--- src/rtl/riscv_mc_controller.sv ---
// rtl/riscv_mc_controller.sv - multi-cycle RV32I control FSM (optional ILLEGAL_TRAP_EN trap state)
module riscv_mc_controller #(
    parameter int MEM_LATENCY = 0
) (
    input  logic       clk,
    input  logic       rst,
    input  logic [6:0] opcode,
    input  logic [2:0] funct3,
    input  logic       funct7_5,
    input  logic       zero,
    input  logic       sign,
    output logic       pc_write,
    output logic       adr_src,
    output logic       mem_write,
    output logic       ir_write,
    output logic       reg_write,
    output logic [1:0] result_src,
    output logic [1:0] alu_src_a,
    output logic [1:0] alu_src_b,
    output logic [2:0] imm_src,
    output logic [2:0] alu_ctrl,
    output logic       illegal
);
    localparam logic [6:0] OP_R = 7'b0110011, OP_I = 7'b0010011, OP_LOAD = 7'b0000011,
                           OP_STORE = 7'b0100011, OP_BRANCH = 7'b1100011, OP_JAL = 7'b1101111,
                           OP_JALR = 7'b1100111, OP_LUI = 7'b0110111;
    localparam logic [2:0] ALU_AND = 3'b000, ALU_OR = 3'b001, ALU_ADD = 3'b010,
                           ALU_SUB = 3'b110, ALU_XOR = 3'b011, ALU_SLT = 3'b111;

    typedef enum logic [3:0] {
        S_FETCH, S_DECODE, S_EXEC_R, S_EXEC_I, S_ALU_WB, S_MEM_ADDR, S_MEM_READ, S_MEM_WB,
        S_MEM_WRITE, S_BRANCH, S_JAL, S_JALR, S_JUMP_LINK, S_JUMP, S_LUI, S_ILLEGAL
    } state_t;

    state_t     state, state_n;
    logic [3:0] wait_cnt, wait_n;
    logic       last_wait;
    logic [2:0] alu_op;

    assign last_wait = (wait_cnt == 4'(MEM_LATENCY));

    // Only R-type honours funct7_5; the I-type bit 30 is immediate data.
    always_comb begin
        alu_op = ALU_ADD;
        case (funct3)
            3'b000:  alu_op = (opcode == OP_R && funct7_5) ? ALU_SUB : ALU_ADD;
            3'b111:  alu_op = ALU_AND;
            3'b110:  alu_op = ALU_OR;
            3'b100:  alu_op = ALU_XOR;
            3'b010:  alu_op = ALU_SLT;
            default: alu_op = ALU_ADD;
        endcase
    end

`ifdef ILLEGAL_TRAP_EN
    logic f3_ok, br_ok;
    assign f3_ok = (funct3 == 3'b000) || (funct3 == 3'b111) || (funct3 == 3'b110) ||
                   (funct3 == 3'b100) || (funct3 == 3'b010);
    assign br_ok = (funct3 == 3'b000) || (funct3 == 3'b001) || (funct3 == 3'b100) ||
                   (funct3 == 3'b101);
`endif

    always_ff @(posedge clk) begin
        if (rst) begin
            state    <= S_FETCH;
            wait_cnt <= 4'd0;
        end else begin
            state    <= state_n;
            wait_cnt <= wait_n;
        end
    end

    always_comb begin
        state_n    = state;
        wait_n     = wait_cnt;
        pc_write   = 1'b0;
        adr_src    = 1'b0;
        mem_write  = 1'b0;
        ir_write   = 1'b0;
        reg_write  = 1'b0;
        result_src = 2'b00;
        alu_src_a  = 2'b00;
        alu_src_b  = 2'b00;
        alu_ctrl   = ALU_ADD;
        illegal    = 1'b0;
        case (opcode)
            OP_I, OP_LOAD, OP_JALR: imm_src = 3'b000;
            OP_STORE:               imm_src = 3'b001;
            OP_BRANCH:              imm_src = 3'b010;
            OP_JAL:                 imm_src = 3'b011;
            OP_LUI:                 imm_src = 3'b100;
            default:                imm_src = 3'b000;
        endcase
        // Memory-access states stretch by MEM_LATENCY cycles; wait_cnt clears on exit.
        if (state == S_FETCH || state == S_MEM_READ || state == S_MEM_WRITE)
            wait_n = last_wait ? 4'd0 : 4'(wait_cnt + 4'd1);
        case (state)
            S_FETCH: begin
                alu_src_b  = 2'b10;
                result_src = 2'b10;
                pc_write   = last_wait;
                ir_write   = last_wait;
                if (last_wait) state_n = S_DECODE;
            end
            S_DECODE: begin
                alu_src_a = 2'b01;
                alu_src_b = 2'b01;
                case (opcode)
                    OP_R:              state_n = S_EXEC_R;
                    OP_I:              state_n = S_EXEC_I;
                    OP_LOAD, OP_STORE: state_n = S_MEM_ADDR;
                    OP_BRANCH:         state_n = S_BRANCH;
                    OP_JAL:            state_n = S_JAL;
                    OP_JALR:           state_n = S_JALR;
                    OP_LUI:            state_n = S_LUI;
`ifdef ILLEGAL_TRAP_EN
                    default:           state_n = S_ILLEGAL;
`else
                    default:           state_n = S_FETCH;
`endif
                endcase
            end
            S_EXEC_R, S_EXEC_I: begin
                alu_src_a = 2'b10;
                alu_src_b = (state == S_EXEC_I) ? 2'b01 : 2'b00;
                alu_ctrl  = alu_op;
`ifdef ILLEGAL_TRAP_EN
                state_n   = f3_ok ? S_ALU_WB : S_ILLEGAL;
`else
                state_n   = S_ALU_WB;
`endif
            end
            S_ALU_WB: begin
                reg_write = 1'b1;
                state_n   = S_FETCH;
            end
            S_MEM_ADDR: begin
                alu_src_a = 2'b10;
                alu_src_b = 2'b01;
                state_n   = (opcode == OP_STORE) ? S_MEM_WRITE : S_MEM_READ;
            end
            S_MEM_READ: begin
                adr_src = 1'b1;
                if (last_wait) state_n = S_MEM_WB;
            end
            S_MEM_WB: begin
                result_src = 2'b01;
                reg_write  = 1'b1;
                state_n    = S_FETCH;
            end
            S_MEM_WRITE: begin
                adr_src   = 1'b1;
                mem_write = 1'b1;
                if (last_wait) state_n = S_FETCH;
            end
            S_BRANCH: begin
                alu_src_a = 2'b10;
                alu_ctrl  = ALU_SUB;
                case (funct3)
                    3'b000:  pc_write = zero;
                    3'b001:  pc_write = ~zero;
                    3'b100:  pc_write = sign;
                    3'b101:  pc_write = ~sign;
                    default: pc_write = 1'b0;
                endcase
`ifdef ILLEGAL_TRAP_EN
                state_n = br_ok ? S_FETCH : S_ILLEGAL;
`else
                state_n = S_FETCH;
`endif
            end
            S_JAL, S_JUMP_LINK: begin
                alu_src_a  = 2'b01;
                alu_src_b  = 2'b10;
                result_src = 2'b10;
                reg_write  = 1'b1;
                state_n    = S_JUMP;
            end
            S_JALR: begin
                alu_src_a = 2'b10;
                alu_src_b = 2'b01;
                state_n   = S_JUMP_LINK;
            end
            S_JUMP: begin
                pc_write = 1'b1;
                state_n  = S_FETCH;
            end
            S_LUI: begin
                alu_src_a = 2'b11;
                alu_src_b = 2'b01;
                state_n   = S_ALU_WB;
            end
`ifdef ILLEGAL_TRAP_EN
            S_ILLEGAL: illegal = 1'b1;
`endif
            default: state_n = S_FETCH;
        endcase
        // Reset overrides everything so an aborted instruction issues no write.
        if (rst) begin
            pc_write   = 1'b0;
            adr_src    = 1'b0;
            mem_write  = 1'b0;
            ir_write   = 1'b0;
            reg_write  = 1'b0;
            result_src = 2'b00;
            alu_src_a  = 2'b00;
            alu_src_b  = 2'b00;
            imm_src    = 3'b000;
            alu_ctrl   = 3'b000;
            illegal    = 1'b0;
        end
    end
endmodule

--- config.mk ---
export PLATFORM = sky130hd
export DESIGN_NAME = riscv_mc_controller
export DESIGN_NICKNAME = d
export VERILOG_FILES = /design/src/rtl/riscv_mc_controller.sv
export SDC_FILE = /design/constraint.sdc
export NUM_CORES = 1
export LEC_CHECK = 0
export ABC_AREA = 1
export ABC_CLOCK_PERIOD_IN_PS = 2500
export BUFFER_PORTS_ARGS = -buffer_cell sky130_fd_sc_hd__buf_2
export CORE_AREA = 2 2 54 56
export CTS_CLUSTER_DIAMETER = 50
export DETAILED_ROUTE_END_ITERATION = 10
export DIE_AREA = 0 0 56 58
export PLACE_DENSITY = 0.69
export SLEW_MARGIN = 40
export SYNTH_ARGS = -nofsm -noshare
export SYNTH_HDL_FRONTEND = slang
export SYNTH_SLANG_ARGS = --single-unit
--- constraint.sdc ---
create_clock -name clk -period 2.5 [get_ports clk]
set_clock_uncertainty 0.15 [all_clocks]
set_input_delay 0.25 -clock clk [delete_from_list [all_inputs] [get_ports clk]]
set_output_delay 0.25 -clock clk [all_outputs]
set_load 0.02 [all_outputs]
==> results of run 1 <==
==> worst max-delay path, delay by kind of cell (launching register included) <==
kind	cells	cell delay, ns
flops	1	0.33
fa+ha+maj	1	0.15
buf+inv	2	0.28
simple gates	2	0.40
compound gates	1	0.16
==> layout make-up <==
class | count | area [um2] | area share, %
clock buffers | 3 | 22.5 | 2.04
inverters | 35 | 131 | 11.9
multi-input cells | 126 | 594 | 53.9
flip-flops and latches | 8 | 160 | 14.5
well taps | 31 | 38.8 | 3.52
repair buffers | 31 | 155 | 14.1
==> synthesized netlist by cell type, types with 2 or more instances <==
| cell | n |
|---|---|
| nor3_1 | 2 |
| nor2_1 | 24 |
| inv_2 | 4 |
| o21ai_1 | 3 |
| nand3_1 | 14 |
| dfxtp_1 | 8 |
| o21ai_0 | 7 |
| inv_1 | 31 |
| a21oi_1 | 15 |
| nor2_2 | 4 |
| o211ai_1 | 2 |
| ha_1 | 2 |
| nand2_1 | 43 |
==> report_power, final <==
group | switching [W] | leakage (nW) | internal (W)
logic | 0.000227 | 0.557 | 0.000111
registers | 0.0000248 | 0.0652 | 0.000152
clock network | 0.0000452 | 0.0138 | 0.0000550
total | 0.000297 | 0.636 | 0.000318
==> final timing paths <==
path	startpoint	to
max	wait_cnt[0]	pc_write
min	rst	wait_cnt[3]
max reg2reg	state[0]	state[2]
min reg2reg	wait_cnt[3]	wait_cnt[3]
==> routing by layer <==
metal  routed length (um)  global-route usage, %  vias to the layer above
li1                     -                      -                      606
met1                 1110                   18.9                      481
met2                 1100                   24.5                       28
met3                  114                   2.01                        0
met4                    0                   2.04                        0
met5                    0                      0                        -
==> sequential cells by signal, summed over array words and instances (netlist names) <==
register  flops
state         4
wait_cnt      4
==> kinds of logic (layout without fill, tap and decap cells) <==
group | Yosys count | after routing
simple gates | 94 | 94
buf+inv | 38 | 69
compound gates | 28 | 28
flops | 8 | 8
fa+ha+maj | 2 | 2
other cells | 1 | 1
xor+xnor | 1 | 1
==> stage by stage <==
stage	setup slack (ns)	cell area, um2	utilization (%)	power [W]	instances
6_report	0.521	1100	41.4	0.000615	234
5_1_grt	0.374	1100	41.4	0.000669	234
4_1_cts	0.503	1100	41.4	0.000616	234
3_5_place_dp	0.795	1080	40.6	0.000515	231
3_3_place_gp	0.832	1080	40.6	0.000510	231
2_1_floorplan	0.796	901	-	0.000422	172
==> results.md, run 1 <==
- CP arrival: ~1.6 ns
- Most frequent cells in the layout: 43 x nand2_1, 31 x inv_1, 31 x buf_2, 24 x nor2_1, 15 x a21oi_1
- CP Cell Sequence: inv_1 -> ha_1 -> nand3_1 -> or2_1 -> a31oi_1 -> buf_2
- Mapped Cells: approximately 170
- Synth Area in Adders: about 2.8%
- Post-synthesis mux area share: 0%
- I/O Buffers: 31
- Drt pass-1 iters: 4
- Leak pwr: between 0.6 and 0.7 nW
- CTS tree: done
- Synth-to-layout area growth: 22.4%
- Syn Area/Cell: roughly 5.2 um2
- First-pass GRT wire length: about 3.8 mm
- Synth Register Bits: 8
- Row count: 19
- Post-CTS Setup Bufs: 0
- Final min period: between 1.5 and 2 ns
- Number of diodes: 0
- Overflow after GRT: 0
- Unrepaired setup endpoints after global routing: no
- Maximum root-to-sink buffer count: 2
- RD Place Congestion: approximately 0.85
- Total power divided by cell area: around 560 nW/um2
- Largest area contributor in the netlist: nand2_1
- Clock Sinks: 8
- Antenna-violating nets left: 0
- Largest net degree at the start of global routing: 19
- Die Span Y: roughly 58 um
- Hold violation count in the final report: 0
- Commonest non-fill, non-tap cell in the layout: nand2_1
- Synth Area in Simple Gates: a little under half
- Peak VDD IR: roughly 0.00037 V
- MaxCap Viol Count: 0
- Critical path class: register to output pin
- Xor/xnor share of the synthesized area: less than 1%
- Post-synth top area share: 17.9%
- Post-synthesis compound-gate area fraction: between 10% and 20%
- Die Span X: ~56 um
- IO Pins: 33
- Post-synth ARST share: 0%
- Status: finished, final reports clean
- Initial antenna violation count: 0
- Gr usage total: between 10% and 20%
- Initial DRC Count: 47
- Drt wl/cell: a little under 10 um
- DRC: 0
- Synthesized area: ~900 um2
- Worst Hold Depth: 2
- Hold slack: about 0.23 ns
- Initial Util: between 30% and 40%
- Setup_tns: 0 ns
- Max H-tree Level: 1
- Ys Warns: 0
- CP startpoint kind: register
- Core Area: 2660 um2
- R2R setup slack: approximately 1.1 ns
- TritonCTS buffer count: 3
- Setup-failing EPs final: 0
- Root Driver: clkbuf_4
- Cts-stage hold buffer count: 0
- Crit-path max cell delay: approximately 0.33 ns
- R2R depth: 10
- Synth cell types: 26
- Max Slew Vio Count: 0
- Hold Crit Class: primary input to register
- Number of global-route vias before repair: approximately 960
- CP required: between 2 and 2.5 ns
- Drt total wl: approximately 2.3 mm
- Post_cts resized: 0
- Worst-Skew Late Latency: approximately 0.26 ns
- Fillers: about 320
- CP max stage cell: dfxtp_1
- Number of flops mapped to enable cells by yosys: 0
- Die ar.: roughly 3200 um2
- Largest family of logic cells by synthesized area: simple AND/OR/NAND/NOR gates
- Crit end category: output pin
- Vias: about 1100
- Fmax: 0.505 GHz
- Critical path peak fanout: 4
- Share of cells above drive strength 1: between 20% and 30%
- Final Cycle Share: 79.1%
- Syn nets: approximately 190
- Top post-synthesis cells by area: nand2_1 18%, dfxtp_1 18%, inv_1 13%
- DPL Wire Length: 1.91 mm
- Sequential fraction of the synthesis area: 17.8%
- Nets: between 200 and 250
- Worst-path clk slew: about 0.060 ns
- Synth Flop Type: dfxtp_1
- Drt via density: between 4 and 5
Note: power is estimated with default switching activity, not from simulation.
==> run 2, diff against run 1 <==
--- a/config.mk
+++ b/config.mk
@@ -6,13 +6,13 @@
 export NUM_CORES = 1
 export LEC_CHECK = 0
 export ABC_AREA = 1
-export ABC_CLOCK_PERIOD_IN_PS = 2500
+export ABC_CLOCK_PERIOD_IN_PS = 1800
 export BUFFER_PORTS_ARGS = -buffer_cell sky130_fd_sc_hd__buf_2
 export CORE_AREA = 2 2 54 56
 export CTS_CLUSTER_DIAMETER = 50
 export DETAILED_ROUTE_END_ITERATION = 10
 export DIE_AREA = 0 0 56 58
-export PLACE_DENSITY = 0.69
+export PLACE_DENSITY = 0.72
 export SLEW_MARGIN = 40
 export SYNTH_ARGS = -nofsm -noshare
 export SYNTH_HDL_FRONTEND = slang
==> constraint.sdc (replaced) <==
create_clock -name clk -period 1.8 [get_ports clk]
set_clock_uncertainty 0.15 [all_clocks]
set_input_delay 0.18 -clock clk [delete_from_list [all_inputs] [get_ports clk]]
set_output_delay 0.18 -clock clk [all_outputs]
set_load 0.02 [all_outputs]
==> results.md, run 2 (synthesis results as in run 1) <==
- TritonCTS buffer count: 3
- CP max stage cell: dfxtp_2
- WHS Endpoint: wait_cnt[3]
- Number of global-route vias before repair: 1026
- Die Span Y: ~58 um
- Fillers: between 200 and 300
- Drt wl/cell: about 10 um
- Critical path peak fanout: 4
- CP Cell Sequence: inv_2 -> ha_4 -> nand3_4 -> or2_1 -> a31oi_1 -> buf_2
- CP arrival: 1.44 ns
- Total power divided by cell area: ~800 nW/um2
- IO Pins: 33
- Critical path origin: wait_cnt[0]
- Worst-path clk slew: around 0.060 ns
- First-pass GRT wire length: ~4.0 mm
- Placed cell areas: 1090 um2
- Final min period: between 1.5 and 2 ns
- MaxCap Viol Count: 0
- Synth-to-layout area growth: 36.8%
- Final Cell Area: 1230 um2
- Row count: 19
- Clock Sinks: 8
- CP startpoint kind: register
- Die ar.: ~3200 um2
- Unrepaired setup endpoints after global routing: yes
- Maximum root-to-sink buffer count: 2
- Worst-Skew Late Latency: roughly 0.26 ns
- Die Span X: approximately 56 um
- Antenna-violating nets left: 0
- Hold violation count in the final report: 0
- Crit end category: output pin
- Largest net degree at the start of global routing: 19
- Top Metal Used: met3
- Cts-stage hold buffer count: 0
- Most frequent cells in the layout: 40 x nand2_1, 27 x inv_1, 26 x buf_2, 22 x nor2_1, 15 x a21oi_1
- Regs by FF count: state x4, wait_cnt x4
- Nets: 228
- Wire length on met3: 167 um
- Max Slew Vio Count: 0
- Worst r2r dst: state[2]
- Peak VDD IR: 0.000604 V
- RD Place Congestion: about 0.85
- Critical path class: register to output pin
- Drt pass-1 iters: 4
- Initial Util: between 30% and 40%
- Initial antenna violation count: 0
- Hold Startpoint: rst
- Drt total wl: between 2 and 2.5 mm
- Metal1 wirelength: ~1.1 mm
- R2R setup slack: approximately 0.37 ns
- Initial DRC Count: 47
- Met2 routed WL: 1.23 mm
- Commonest non-fill, non-tap cell in the layout: nand2_1
- Hold Crit Class: primary input to register
- CP required: about 1.5 ns
- Root Driver: clkbuf_4
- DPL Wire Length: slightly below 2 mm
- Setup-failing EPs final: 0
- DRC: 0
- Overflow after GRT: 0
- Core Area: around 2700 um2
- Share of cells above drive strength 1: between 30% and 40%
- Max H-tree Level: 1
- Drt via density: around 4.8
- Reg2Reg Launch Point: state[2]
- Leak pwr: just under 0.7 nW
- R2R depth: 10
- Crit-path max cell delay: approximately 0.33 ns
- Worst Hold Depth: 2
- Fmax: 0.565 GHz
- I/O Buffers: 31
- Util after Layout: 46.3%
- Final Cycle Share: a little over nine tenths
- CTS tree: done
- Vias: between 1000 and 1500
- Gr usage total: 14.8%
- Status: finished, final reports clean
- Number of diodes: 0
==> run 2: cell count changes in the layout (fill, tap and decap cells not counted), sizes merged <==
| cell | previous run | this run |
|---|---|---|
| buf | 31 | 37 |
==> run 2: per-stage QoR <==
stage          setup TNS (ns)  hold WS [ns]  std cells  total power (W)  setup WS, ns
2_1_floorplan               0         0.289        172         0.000586         0.166
3_3_place_gp                0         0.305        233         0.000722         0.223
3_5_place_dp                0         0.309        233         0.000726         0.197
4_1_cts               -0.0163         0.156        236         0.000899       -0.0163
5_1_grt                -0.315         0.163        240          0.00107       -0.0748
6_report                    0         0.157        240         0.000973        0.0306
==> run 2: layout make-up <==
class | count | area, um2 | share of cell area [%]
Multi-Input combinational cell | 126 | 652 | 52.9
Timing Repair Buffer | 37 | 213 | 17.3
Sequential cell | 8 | 175 | 14.2
Inverter | 35 | 131 | 10.7
Tap cell | 31 | 38.8 | 3.15
Clock buffer | 3 | 22.5 | 1.83
==> run 2: critical path, delay by kind of cell, from the launching register on <==
kind / cells / cell delay, ns
fa+ha+maj: 1 / 0.14
flops: 1 / 0.33
buf+inv: 2 / 0.26
simple gates: 2 / 0.32
compound gates: 1 / 0.12
==> run 2: routing by layer <==
| metal | up-vias | GRT usage, % |
|---|---|---|
| met1 | 493 | 18.6 |
| met5 | - | 0 |
| met2 | 44 | 27.4 |
| met3 | 0 | 2.23 |
| li1 | 612 | - |
| met4 | 0 | 2.04 |
==> run 2: what timing repair did <==
action                                  in CTS  in global routing
endpoints found under the setup margin       7                  7
cloned                                       0                  0
pin swaps                                    1                  8
resized for setup                           11                 20
setup buffers                                0                  4
==> run 2: worst max path at each step <==
stage	end	slack, ns	depth (start not counted)
after global routing	alu_src_a[1]	-0.07	6
after global placement	pc_write	0.22	6
after floorplan	pc_write	0.17	5
after CTS	pc_write	-0.02	6
final	pc_write	0.03	6
after detailed placement	pc_write	0.20	6
==> run 2: where the power goes <==
| part | switching, W | internal (W) |
|---|---|---|
| Combinational | 0.000351 | 0.000223 |
| Sequential | 0.0000441 | 0.000220 |
| Clock | 0.0000590 | 0.0000762 |
